===== src/rtl/pwm_duty_capture.sv =====
// PWM receiver: recovers high time and period (in clk cycles) of pwm_in and flags stuck levels.
// Define GLITCH_FILTER_EN to reject input pulses shorter than 2 clk (adds 1 clk of edge latency).
module pwm_duty_capture #(
  parameter int CNT_W   = 10,
  parameter int TIMEOUT = 256  // must satisfy 2 <= TIMEOUT <= 2**CNT_W-1 so counters never wrap
) (
  input  logic             clk,
  input  logic             rst_n,
  input  logic             pwm_in,
  output logic [CNT_W-1:0] high_cnt,
  output logic [CNT_W-1:0] period_cnt,
  output logic             meas_valid,
  output logic             stuck_hi,
  output logic             stuck_lo
);

  localparam logic [CNT_W-1:0] TO  = CNT_W'(TIMEOUT);
  localparam logic [CNT_W-1:0] ONE = CNT_W'(1);

  typedef enum logic {
    IDLE = 1'b0,
    MEAS = 1'b1
  } state_t;

  state_t           state;
  logic [1:0]       sync;
  logic             lvl;
  logic             lvl_use;
  logic             rise;
  logic [CNT_W-1:0] per_c;
  logic [CNT_W-1:0] hi_c;
  logic             timed_out;

  assign lvl = sync[1];

  always_ff @(posedge clk) begin
    if (!rst_n) begin
      sync <= 2'b00;
    end else begin
      sync <= {sync[0], pwm_in};
    end
  end

`ifdef GLITCH_FILTER_EN
  logic lvl_f;
  logic lvl_f_prev;

  // Accept a new level only once the next synchronizer stage agrees with it.
  always_ff @(posedge clk) begin
    if (!rst_n) begin
      lvl_f      <= 1'b0;
      lvl_f_prev <= 1'b0;
    end else begin
      lvl_f_prev <= lvl_f;
      if (lvl == sync[0]) begin
        lvl_f <= lvl;
      end
    end
  end

  assign lvl_use = lvl_f;
  assign rise    = lvl_f & ~lvl_f_prev;
`else
  logic lvl_prev;

  always_ff @(posedge clk) begin
    if (!rst_n) begin
      lvl_prev <= 1'b0;
    end else begin
      lvl_prev <= lvl;
    end
  end

  assign lvl_use = lvl;
  assign rise    = lvl & ~lvl_prev;
`endif

  // timed_out makes the stuck report fire once; the counter then holds at TO until a rise.
  always_ff @(posedge clk) begin
    if (!rst_n) begin
      state      <= IDLE;
      per_c      <= '0;
      hi_c       <= '0;
      timed_out  <= 1'b0;
      high_cnt   <= '0;
      period_cnt <= '0;
      meas_valid <= 1'b0;
      stuck_hi   <= 1'b0;
      stuck_lo   <= 1'b0;
    end else begin
      meas_valid <= 1'b0;
      if (rise) begin
        if (state == MEAS) begin
          high_cnt   <= hi_c;
          period_cnt <= per_c;
          meas_valid <= 1'b1;
          stuck_hi   <= 1'b0;
          stuck_lo   <= 1'b0;
        end
        state     <= MEAS;
        per_c     <= ONE;
        hi_c      <= ONE;
        timed_out <= 1'b0;
      end else if (per_c == TO) begin
        if (!timed_out) begin
          period_cnt <= TO;
          high_cnt   <= lvl_use ? TO : '0;
          stuck_hi   <= lvl_use;
          stuck_lo   <= ~lvl_use;
          meas_valid <= 1'b1;
          timed_out  <= 1'b1;
        end
        state <= IDLE;
      end else begin
        per_c <= per_c + ONE;
        if (state == MEAS) begin
          hi_c <= hi_c + {{(CNT_W-1){1'b0}}, lvl_use};
        end
      end
    end
  end

endmodule


===== config.mk =====
export PLATFORM = sky130hd
export DESIGN_NAME = pwm_duty_capture
export DESIGN_NICKNAME = d
export VERILOG_FILES = /design/src/rtl/pwm_duty_capture.sv
export SDC_FILE = /design/constraint.sdc
export NUM_CORES = 1
export LEC_CHECK = 0
export CORE_MARGIN = 5
export CORE_UTILIZATION = 48
export DETAILED_ROUTE_END_ITERATION = 8
export PLACE_DENSITY = 0.81
export RECOVER_POWER = 100
export SYNTH_ARGS = -nofsm -noshare
export SYNTH_HDL_FRONTEND = slang
export SYNTH_SLANG_ARGS = --single-unit

===== constraint.sdc =====
create_clock -name clk -period 1.8 [get_ports clk]
set_input_delay 0.36 -clock clk [delete_from_list [all_inputs] [get_ports clk]]
set_output_delay 0.36 -clock clk [all_outputs]
set_load 0.02 [all_outputs]

==> qor.yml <==
outcome:
  status: "finished with violations"
  violations: "negative setup slack"
floorplan:
  dieHeight_um: 72.62
  die_area_um2: 5273
  core_um2: 3716
  io_pins: 26
  die_x_um: 72.62
  start_util: 0.5064
  rows: 22
drt:
  drt-initial-drc-count: 136
  wire_per_inst_um: 14.66
  vias_per_cell: 5.556
  drc: 0
  vias: 1578
  firstDrtPassIters: 4
  routed_wl_um: 4163
  antenna_left: 0
power_and_ir_drop:
  p_switching_uw: 395.8
  switching_share: 0.2232
  p_seq_frac: 0.611
  clkPwrFrac: 0.333
  power_frac_comb: 0.056
  internal_power_uw: 1377
  p_leak_uw: 0.001003
  ir_drop_mv: 0.4309
  p_per_area_nw_per_um2: 722.0
  finalPower_uw: 1773
clock_network:
  cts_tree: "built"
  clk_pin_slew_ns: 0.08
  cts_root_buffer: "clkbuf_8"
  numCtsBuffers: 5
  cts.htree.levels: 2
  worstSkewPairLatency_ns: 0.30
  cts_sinks: 48
  cts_buffer_depth: 2
sta:
  fin_crit_sh: 1.020
  fmax_ghz: 0.5444
  hold_viol: 0
  finalCriticalPeriod_ns: 1.837
  clock_skew_ns: 0.007601
  setup_viol: 22
  relSlewSlack: 0.6234
  rsz0062_at_grt: "true"
  final_max_slew_viol_count: 0
  timing.final.ws_setup_ns: -0.03684
  worstMarginPinSlew_ns: 0.5650
  setup_tns_ns: -0.5384
critical_path:
  required_ns: 1.99
  crit_arrival_ns: 2.02
  worstSetupEndpointType: "flop"
  cp-start-kind: "flop"
  timing.rr.end: "period_cnt[3]"
  path_class: "flop to flop"
  r2r_cells: 5
  regToRegSetupSlack_ns: -0.04
  cp_max_fo: 18
  r2r_start: "per_c[7]"
logic_synthesis:
  avgSynthCellArea_um2: 10.12
  synth_top_area_share: 0.5106
  synth-seq-cells: 48
  ys_top_cells_by_count: "48 x dfxtp_1, 18 x a22o_1, 13 x nand2_1, 12 x nor2_1, 10 x a21oi_1"
  ys.flop_type: "dfxtp_1"
  postSynth.asyncResetShare: 0
  synth_most_common_cell: "dfxtp_1"
  synth_area_um2: 1882
  synth_fp_nets: 193
  netlist_instances: 186
  synthTopCellsByArea: "dfxtp_1 51%, a22o_1 8.4%, xor2_1 3.3%, a21oi_1 2.7%, ha_1 2.7%"
  synth-seq-area-share: 0.5106
  synthDistinctLibCells: 40
  yosysTopAreaCell: "dfxtp_1"
  yosysWarnings: 0
  synth_edf_count: 0
global_routing:
  gr-total-overflow: 0
  grt_pass1_vias: 1421
  track_usage: 0.1683
  grt_max_degree: 19
  grt_pass1_wl_um: 6865
  antenna_found_initial: 0
job:
  max_cap_viol_count: 0
worst_hold_path:
  hold_class: "flop to flop"
  hold_path_end: "sync[1]"
  hold_path_depth: 1
  min_from: "sync[0]"
placement:
  place_area_um2: 2357
  gp_congestion: 0.8980
  hpwl_um: 3007
  portBuffers: 25
  dp_cells: 276
final_layout:
  layout.nets: 243
  fin_area_um2: 2456
  stdcell_count: 284
  diodes: 0
  final_core_util: 0.6609
  area_growth_pct: 30.52
  drive_gt1_frac: 0.1695
==> power groups by stage <==
| stage | Sequential [µW] | Combinational, µW | Clock [µW] |
|---|---|---|---|
| 6_report | 1080 | 99.7 | 591 |
| 5_1_grt | 1080 | 110 | 663 |
| 4_1_cts | 1080 | 101 | 604 |
| 3_5_place_dp | 1110 | 100 | 0 |
| 3_3_place_gp | 1110 | 97.5 | 0 |
| 2_1_floorplan | 1110 | 50.0 | 0 |
==> metal layers <==
layer | up-vias | part of all wire | GRT usage
met4 | 0 | 0.016 | 0.06148
li1 | 780 | - | -
met1 | 752 | 0.45 | 0.2185
met3 | 7 | 0.053 | 0.05234
met5 | - | 0 | 0
met2 | 39 | 0.48 | 0.2625
==> layout by cell type (no fill, tap or decap), types with 2 or more instances in the layout <==
master and n:
dfxtp_1 46, dlygate4sd3_1 24, buf_4 20, a22o_1 18, nand2_1 12, nor2_1 12
nand3_1 9, a21oi_1 8, xor2_1 7, or3_1 5, clkbuf_8 5, inv_1 4
and2_1 4, o211ai_1 4, nand4_1 4, o21ai_0 4, ha_1 4, clkbuf_1 4
or4_1 3, nand2b_1 2, mux2i_1 2, and4_1 2, and3_1 2, a21oi_2 2
a211oi_1 2, dfxtp_2 2
==> through the flow <==
stage                     setup WS (ns)  hold WS (ns)
after global placement         -0.01034        0.4156
after CTS                      -0.08529        0.4472
after floorplan                -0.03435        0.4119
final                          -0.03684        0.4410
after global routing            -0.1107        0.4622
after detailed placement       -0.06748        0.4276
==> area by class of cell <==
type                       count  area, µm²
fill                         295       1260
sequential                    48      963.4
multi-input combinational    126      893.4
timing repair buffer          50      442.9
clock buffer                   6      72.57
tap                           48      60.06
inverter                       5      18.77
clock inverter                 1      5.005
==> registers in the layout, summed over array words and instances (netlist names) <==
signal,cells
state,1
lvl_prev,1
hi_c,10
period_cnt,10
stuck_hi,1
per_c,10
timed_out,1
meas_valid,1
stuck_lo,1
high_cnt,10
sync,2
==> timing repair <==
action / 4_1_cts / 5_1_grt
resized for setup: 1 / 6
pin swaps: 3 / 6
setup buffers: 1 / 0
setup endpoints to repair: 27 / 30
hold buffers: 0 / 0
hold endpoints to repair: 0 / 0
==> how the worst max path moves through the flow <==
stage / slack (ns) / endpoint / cells past startpoint / startpoint
after global placement: -0.01 / period_cnt[8] / 4 / per_c[4]
after CTS: -0.09 / stuck_hi / 4 / per_c[7]
final: -0.04 / period_cnt[3] / 5 / per_c[7]
after global routing: -0.11 / stuck_hi / 4 / per_c[7]
after floorplan: -0.03 / period_cnt[8] / 4 / per_c[4]
after detailed placement: -0.07 / high_cnt[8] / 4 / per_c[4]
==> kinds of logic (layout without fill, tap and decap cells) <==
logic type / count (synthesis) / in the layout / synth area share
muxes: 2 / 2 / 0.01064
adders and majority gates: 4 / 4 / 0.02660
and+or+nand+nor: 65 / 65 / 0.1922
xor gates and xnor gates: 8 / 8 / 0.03724
buffers and inverters: 12 / 62 / 0.02526
AOI/OAI and AO/OA: 47 / 47 / 0.1975
DFF: 48 / 48 / 0.5106
==> worst max-delay path, cell delays in order, from the launching register on <==
cell and delay [ns]:
dfxtp_2 0.33, or4_4 0.55, nor4_2 0.35, a211oi_2 0.15, buf_12 0.17, a22o_1 0.18
No activity file was read; power rests on OpenSTA's default activity.
